===== src/rtl/tetris_pkg.sv =====
// tetris_pkg: shared board geometry, cell/colour types and renderer control states
package tetris_pkg;
  localparam int BOARD_W = 12;
  localparam int BOARD_H = 19;
  typedef logic [3:0] color_t;
  typedef logic [5:0] col_t;
  typedef logic [6:0] row_t;
  localparam color_t BORDER_IDX = 4'd15;
  localparam color_t EMPTY_IDX = 4'd0;
  typedef enum logic [1:0] {S_IDLE, S_COMMIT, S_CLEAR} state_t;
endpackage


===== src/rtl/board_renderer_if.sv =====
// board_renderer_if: piece inputs, scan position, commit/clear handshake and pixel output
interface board_renderer_if;
  import tetris_pkg::*;
  logic frame_clk;
  logic [9:0] DrawX, DrawY;
  col_t blockX1Pos, blockX2Pos, blockX3Pos, blockX4Pos;
  row_t blockY1Pos, blockY2Pos, blockY3Pos, blockY4Pos;
  color_t blockColor;
  logic lock_valid, lock_ready, clear_all;
  color_t pixel_color;
  modport master (
    output frame_clk, DrawX, DrawY, blockX1Pos, blockX2Pos, blockX3Pos, blockX4Pos,
    output blockY1Pos, blockY2Pos, blockY3Pos, blockY4Pos, blockColor, lock_valid, clear_all,
    input lock_ready, pixel_color
  );
  modport slave (
    input frame_clk, DrawX, DrawY, blockX1Pos, blockX2Pos, blockX3Pos, blockX4Pos,
    input blockY1Pos, blockY2Pos, blockY3Pos, blockY4Pos, blockColor, lock_valid, clear_all,
    output lock_ready, pixel_color
  );
endinterface


===== src/rtl/cell_color_ram.sv =====
// cell_color_ram: settled-cell colour store, 1R1W, registered read returns pre-write data
module cell_color_ram import tetris_pkg::*; #(
  parameter int W = 12,
  parameter int H = 19
) (
  input  logic   clk,
  input  logic   rst_n,
  input  logic   i_we,
  input  logic   i_clr,
  input  row_t   i_wrow,
  input  col_t   i_wcol,
  input  color_t i_wdata,
  input  row_t   i_rrow,
  input  col_t   i_rcol,
  output color_t o_rdata
);
  localparam int AW = $clog2(W * H);
  color_t r_mem [W*H];
  logic [AW-1:0] w_waddr, w_raddr;
  assign w_waddr = AW'(i_wrow * W + i_wcol);
  assign w_raddr = AW'(i_rrow * W + i_rcol);
  // i_clr turns the write into a whole-row wipe at i_wrow
  always_ff @(posedge clk or negedge rst_n) begin
    if (!rst_n) begin
      o_rdata <= '0;
      for (int a = 0; a < W * H; a++) r_mem[AW'(a)] <= '0;
    end else begin
      o_rdata <= r_mem[w_raddr];
      if (i_we && i_clr) begin
        for (int c = 0; c < W; c++) r_mem[AW'(i_wrow * W + c)] <= '0;
      end else if (i_we) begin
        r_mem[w_waddr] <= i_wdata;
      end
    end
  end
endmodule


===== src/rtl/board_renderer.sv =====
// board_renderer: locked-cell store with commit/clear walker and 2-cycle pixel classifier
module board_renderer #(
  parameter int BOARD_W    = 12,
  parameter int BOARD_H    = 19,
  parameter int CELL_SHIFT = 4,
  parameter int ORIGIN_X   = 224,
  parameter int ORIGIN_Y   = 32,
  parameter int BORDER_IDX = 15
) (
  input logic Clk,
  input logic Reset_n,
  board_renderer_if.slave bus
);
  import tetris_pkg::*;
  localparam logic signed [10:0] L_W = 11'(BOARD_W);
  localparam logic signed [10:0] L_H = 11'(BOARD_H);
  localparam logic signed [10:0] L_M1 = -11'sd1;
  localparam row_t LAST_ROW = row_t'(BOARD_H - 1);
  logic r_f1, r_f2, r_f3;
  col_t r_sx [4];
  row_t r_sy [4];
  color_t r_sc;
  col_t w_lx [4];
  row_t w_ly [4];
  state_t r_st, w_nx;
  logic [1:0] r_idx;
  row_t r_row;
  col_t r_cx [4];
  row_t r_cy [4];
  color_t r_cc;
  logic w_we, w_clr;
  row_t w_wrow, w_rrow;
  col_t w_wcol, w_rcol;
  logic signed [10:0] w_rx, w_ry, w_col, w_row;
  logic w_in, w_bd, w_hit;
  logic r_in1, r_bd1, r_hit1;
  color_t r_hc1, w_rdata;
  assign w_lx = '{bus.blockX1Pos, bus.blockX2Pos, bus.blockX3Pos, bus.blockX4Pos};
  assign w_ly = '{bus.blockY1Pos, bus.blockY2Pos, bus.blockY3Pos, bus.blockY4Pos};
  // shadow piece only changes on a synchronised frame_clk rising edge
  always_ff @(posedge Clk or negedge Reset_n) begin
    if (!Reset_n) begin
      {r_f1, r_f2, r_f3} <= '0;
      r_sc <= '0;
      for (int i = 0; i < 4; i++) begin
        r_sx[i] <= '0;
        r_sy[i] <= '0;
      end
    end else begin
      r_f1 <= bus.frame_clk;
      r_f2 <= r_f1;
      r_f3 <= r_f2;
      if (r_f2 && !r_f3) begin
        r_sx <= w_lx;
        r_sy <= w_ly;
        r_sc <= bus.blockColor;
      end
    end
  end
  always_ff @(posedge Clk or negedge Reset_n) begin
    if (!Reset_n) begin
      r_st <= S_IDLE;
      r_idx <= '0;
      r_row <= '0;
      r_cc <= '0;
      for (int i = 0; i < 4; i++) begin
        r_cx[i] <= '0;
        r_cy[i] <= '0;
      end
    end else begin
      r_st <= w_nx;
      r_idx <= r_st == S_COMMIT ? r_idx + 2'd1 : 2'd0;
      r_row <= r_st == S_CLEAR ? r_row + 7'd1 : 7'd0;
      if (r_st == S_IDLE && bus.lock_valid && !bus.clear_all) begin
        r_cx <= w_lx;
        r_cy <= w_ly;
        r_cc <= bus.blockColor;
      end
    end
  end
  always_comb begin
    w_nx = r_st;
    w_we = 1'b0;
    w_clr = 1'b0;
    w_wrow = r_cy[r_idx];
    w_wcol = r_cx[r_idx];
    unique case (r_st)
      S_IDLE: w_nx = bus.clear_all ? S_CLEAR : bus.lock_valid ? S_COMMIT : S_IDLE;
      S_COMMIT: begin
        w_we = r_cx[r_idx] < col_t'(BOARD_W) && r_cy[r_idx] < row_t'(BOARD_H);
        w_nx = r_idx == 2'd3 ? S_IDLE : S_COMMIT;
      end
      S_CLEAR: begin
        w_we = 1'b1;
        w_clr = 1'b1;
        w_wrow = r_row;
        w_nx = r_row == LAST_ROW ? S_IDLE : S_CLEAR;
      end
      default: w_nx = S_IDLE;
    endcase
  end
  assign bus.lock_ready = r_st == S_IDLE;
  assign w_rx = signed'({1'b0, bus.DrawX}) - signed'(11'(ORIGIN_X));
  assign w_ry = signed'({1'b0, bus.DrawY}) - signed'(11'(ORIGIN_Y));
  assign w_col = w_rx >>> CELL_SHIFT;
  assign w_row = w_ry >>> CELL_SHIFT;
  assign w_in = !w_col[10] && w_col < L_W && !w_row[10] && w_row < L_H;
  assign w_bd = !w_in && w_col >= L_M1 && w_col <= L_W && w_row >= L_M1 && w_row <= L_H;
  assign w_rrow = w_in ? w_row[6:0] : '0;
  assign w_rcol = w_in ? w_col[5:0] : '0;
  always_comb begin
    w_hit = 1'b0;
    for (int i = 0; i < 4; i++) w_hit = w_hit | ({5'b0, r_sx[i]} == w_col && {4'b0, r_sy[i]} == w_row);
  end
  cell_color_ram #(.W(BOARD_W), .H(BOARD_H)) u_ram (
    .clk(Clk), .rst_n(Reset_n), .i_we(w_we), .i_clr(w_clr), .i_wrow(w_wrow), .i_wcol(w_wcol),
    .i_wdata(r_cc), .i_rrow(w_rrow), .i_rcol(w_rcol), .o_rdata(w_rdata)
  );
  // stage 1 registers classification; stage 2 merges with the memory read
  always_ff @(posedge Clk or negedge Reset_n) begin
    if (!Reset_n) begin
      {r_in1, r_bd1, r_hit1} <= '0;
      r_hc1 <= '0;
      bus.pixel_color <= '0;
    end else begin
      r_in1 <= w_in;
      r_bd1 <= w_bd;
      r_hit1 <= w_hit;
      r_hc1 <= r_sc;
      bus.pixel_color <= r_in1 ? (r_hit1 ? r_hc1 : w_rdata) : r_bd1 ? color_t'(BORDER_IDX) : EMPTY_IDX;
    end
  end
endmodule


===== src/flat_wrapper.sv =====
// flat-port wrapper written by rule: the top's interface ports become plain ports
module board_renderer_flat import tetris_pkg::*;
#(
  parameter int BOARD_W    = 12,
  parameter int BOARD_H    = 19,
  parameter int CELL_SHIFT = 4,
  parameter int ORIGIN_X   = 224,
  parameter int ORIGIN_Y   = 32,
  parameter int BORDER_IDX = 15
)
  (Clk, Reset_n, bus_frame_clk, bus_DrawX, bus_DrawY, bus_blockX1Pos, bus_blockX2Pos, bus_blockX3Pos, bus_blockX4Pos, bus_blockY1Pos, bus_blockY2Pos, bus_blockY3Pos, bus_blockY4Pos, bus_blockColor, bus_lock_valid, bus_clear_all, bus_lock_ready, bus_pixel_color);
  board_renderer_if bus_i ();
  input logic Clk;
  input logic Reset_n;
  input wire logic [$bits(bus_i.frame_clk)-1:0] bus_frame_clk;
  input wire logic [$bits(bus_i.DrawX)-1:0] bus_DrawX;
  input wire logic [$bits(bus_i.DrawY)-1:0] bus_DrawY;
  input wire logic [$bits(bus_i.blockX1Pos)-1:0] bus_blockX1Pos;
  input wire logic [$bits(bus_i.blockX2Pos)-1:0] bus_blockX2Pos;
  input wire logic [$bits(bus_i.blockX3Pos)-1:0] bus_blockX3Pos;
  input wire logic [$bits(bus_i.blockX4Pos)-1:0] bus_blockX4Pos;
  input wire logic [$bits(bus_i.blockY1Pos)-1:0] bus_blockY1Pos;
  input wire logic [$bits(bus_i.blockY2Pos)-1:0] bus_blockY2Pos;
  input wire logic [$bits(bus_i.blockY3Pos)-1:0] bus_blockY3Pos;
  input wire logic [$bits(bus_i.blockY4Pos)-1:0] bus_blockY4Pos;
  input wire logic [$bits(bus_i.blockColor)-1:0] bus_blockColor;
  input wire logic [$bits(bus_i.lock_valid)-1:0] bus_lock_valid;
  input wire logic [$bits(bus_i.clear_all)-1:0] bus_clear_all;
  output wire logic [$bits(bus_i.lock_ready)-1:0] bus_lock_ready;
  output wire logic [$bits(bus_i.pixel_color)-1:0] bus_pixel_color;
  assign bus_i.frame_clk = bus_frame_clk;
  assign bus_i.DrawX = bus_DrawX;
  assign bus_i.DrawY = bus_DrawY;
  assign bus_i.blockX1Pos = bus_blockX1Pos;
  assign bus_i.blockX2Pos = bus_blockX2Pos;
  assign bus_i.blockX3Pos = bus_blockX3Pos;
  assign bus_i.blockX4Pos = bus_blockX4Pos;
  assign bus_i.blockY1Pos = bus_blockY1Pos;
  assign bus_i.blockY2Pos = bus_blockY2Pos;
  assign bus_i.blockY3Pos = bus_blockY3Pos;
  assign bus_i.blockY4Pos = bus_blockY4Pos;
  assign bus_i.blockColor = bus_blockColor;
  assign bus_i.lock_valid = bus_lock_valid;
  assign bus_i.clear_all = bus_clear_all;
  assign bus_lock_ready = bus_i.lock_ready;
  assign bus_pixel_color = bus_i.pixel_color;
  board_renderer #(.BOARD_W(BOARD_W), .BOARD_H(BOARD_H), .CELL_SHIFT(CELL_SHIFT), .ORIGIN_X(ORIGIN_X), .ORIGIN_Y(ORIGIN_Y), .BORDER_IDX(BORDER_IDX)) u_core (.Clk(Clk), .Reset_n(Reset_n), .bus(bus_i));
endmodule

===== config.mk =====
export PLATFORM = sky130hd
export DESIGN_NAME = board_renderer_flat
export DESIGN_NICKNAME = d
export VERILOG_FILES = /design/src/rtl/tetris_pkg.sv /design/src/rtl/board_renderer_if.sv /design/src/rtl/cell_color_ram.sv /design/src/rtl/board_renderer.sv /design/src/flat_wrapper.sv
export SDC_FILE = /design/constraint.sdc
export NUM_CORES = 2
export LEC_CHECK = 0
export ABC_AREA = 1
export CORE_UTILIZATION = 30
export CTS_CLUSTER_SIZE = 14
export DETAILED_ROUTE_END_ITERATION = 16
export GPL_ROUTABILITY_DRIVEN = 0
export PLACE_DENSITY = 0.41
export RECOVER_POWER = 50
export SYNTH_ARGS = -nofsm -noshare
export SYNTH_HDL_FRONTEND = slang
export SYNTH_HIERARCHICAL = 1
export SYNTH_SLANG_ARGS = --single-unit

===== constraint.sdc =====
create_clock -name Clk -period 6.2 [get_ports Clk]
set_clock_uncertainty 0.1 [all_clocks]
set_input_delay 1.24 -clock Clk [delete_from_list [all_inputs] [get_ports Clk]]
set_output_delay 1.24 -clock Clk [all_outputs]
set_load 0.01 [all_outputs]

==> metrics.md <==
| Metric | Value |
|---|---|
| Status | `finished with violations` |
| Violated checks | `max-capacitance violations, max-slew violations` |
| Worst EP required | `6.61 ns` |
| Setup TNS Final | `0 ns` |
| Min-Delay Path Class | `reg -> reg` |
| Placed Cells | `10.0k` |
| # IOs | `86` |
| Avg WL per Cell | `23.2 um` |
| Via density | `5.36` |
| Total power | `36900 uW` |
| Setup Fix Bufs, Post-CTS | `0` |
| # Max-Cap Violations | `7` |
| Pin count of the biggest net entering global routing | `165` |
| Pre-antenna DRT Iters | `5` |
| Max Freq | `172 MHz` |
| Mapped Cells | `7779` |
| Least-Margin Pin Slew | `3.77 ns` |
| Final period utilization | `93.9%` |
| Area of the core | `0.193 mm^2` |
| Routed wire length | `238000 um` |
| Nets | `7743` |
| Worst EP arrival | `6.24 ns` |
| Worst-Skew Late Latency | `0.79 ns` |
| Share of layout cells above drive strength 1 | `6.55%` |
| Pins Over Slew Limit | `589` |
| 1st-iter DRT viols | `4961` |
| Maximum vdd drop | `1.42 mV` |
| Worst-path clk slew | `0.06 ns` |
| Post-synthesis instance area | `0.0584 mm^2` |
| Critical path capture point type | `flip-flop` |
| Die Area | `0.196 mm^2` |
| Hold buffer count at cts | `0` |
| Post-cts sizing count | `0` |
| Synthesis-to-finish area growth | `14.2%` |
| Initial core utilization | `30.3%` |
| Port Buffers | `77` |
| Die height | `443 um` |
| Yosys Warn Count | `6` |
| # rows | `161` |
| Antenna-violating nets left | `0` |
| Post-route DRC | `0` |
| Fin. Hold Viols | `0` |
| CP Max Fanout | `16` |
| Most common cell after layout, fill and taps aside | `nand2_1` |
| Most frequent cells in the layout | `2549 x nand2_1, 969 x nand3_1, 653 x dfrtp_1` |
| Clk root buf | `clkbuf_16` |
| Max_slew headroom | `-151%` |
| Fin cells | `10.3k` |
| Critical path class | `reg -> reg` |
| First-pass GRT wire length | `356000 um` |
| Via count | `55.0k` |
| Vias in the first global route | `53.7k` |
| Setup Viol. Count Final | `0` |
| Leak | `0.0301 uW` |
| Unrepaired setup endpoints after global routing | `false` |
| Minimum clock period | `5.82 ns` |
| TritonCTS Buffers | `137` |
| Antenna violations before repair | `6` |
| Chip width | `443 um` |
| Total GRT Usage | `23.8%` |
| Pwr Density | `553 mW/mm^2` |
| CTS sink count | `1053` |
| Clock Tree Buf Depth | `3` |
| CTS H-tree depth | `4` |
| Mean area per synthesized cell | `7.51 um^2` |
| HPWL Detailed | `147000 um` |
| TritonCTS clock tree | `done` |
| Gr ovfl total | `0` |
| Worst Setup Start Kind | `flip-flop` |
power breakdown:
part / switching, uW / total, uW / leakage (uW) / internal, uW
combinational: 15800 / 19700 / 0.0153 / 3930
sequential: 634 / 9280 / 0.0126 / 8640
clock: 3270 / 7910 / 0.00217 / 4640
sequential cells by signal, indices dropped and copies added (netlist names), 2 cells and up:
signal                  count
u_core/r_row                7
u_core/r_cx                24
u_core/r_sc                 4
u_core/r_sx                24
u_core/u_ram/r_mem        912
u_core/bus.pixel_color      4
u_core/r_st                 2
u_core/r_cc                 4
u_core/r_hc1                4
u_core/r_sy                28
u_core/r_cy                28
u_core/u_ram/o_rdata        4
u_core/r_idx                2
stage by stage:
stage | util, % | instance area, um^2 | setup WS, ns | hold slack, ns
CTS | 34.6 | 66800 | 0.459 | 0.256
finish | 34.6 | 66700 | 0.379 | 0.255
floorplan | - | 58400 | 1.03 | 0.231
detailed placement | 32.4 | 62400 | 0.175 | 0.244
global route | 34.6 | 66700 | 0.0650 | 0.258
global placement | 32.4 | 62400 | 0.145 | 0.239
final timing paths:
| check | slack [ns] | startpoint | endpoint | cells after the start |
|---|---|---|---|---|
| max reg2reg | 0.38 | u_core/r_st[0] | u_core/u_ram/r_mem[22] | 14 |
| min | 0.25 | u_core/r_f1 | u_core/r_f2 | 0 |
| min reg2reg | 0.25 | u_core/r_f1 | u_core/r_f2 | 0 |
| min in group asynchronous | 0.26 | Reset_n | u_core/u_ram/r_mem[869] | 1 |
| max | 0.38 | u_core/r_st[0] | u_core/u_ram/r_mem[22] | 14 |
| max in group asynchronous | 0.85 | Reset_n | u_core/u_ram/r_mem[428] | 3 |
routing by layer:
| metal | routed length (um) | GRT usage, % |
|---|---|---|
| met4 | 5980 | 6.64 |
| met5 | 0 | 0 |
| met1 | 109000 | 33.7 |
| met3 | 14500 | 3.19 |
| met2 | 109000 | 37.9 |
worst max-delay path: stages, from the launching register on:
cell	delay, ns
dfrtp_1	0.40
inv_1	0.09
ha_1	0.53
inv_1	0.35
nand2_1	0.14
nand2_1	0.25
ha_1	0.32
fa_1	0.53
buf_4	0.17
xor2_1	0.34
inv_1	0.14
nor2_1	0.95
nand2_1	0.81
nand3b_1	0.28
o21ai_0	0.11
final cells by class:
class,instances,area (um^2)
tap,2526,3160
fill,20678,126000
multi-input combinational,5708,26200
inverter,455,1770
clock buffer,196,4000
clock inverter,49,398
timing repair buffer,275,2800
antenna,1,2.50
sequential,1053,28400
Note: power is estimated with default switching activity, not from simulation.
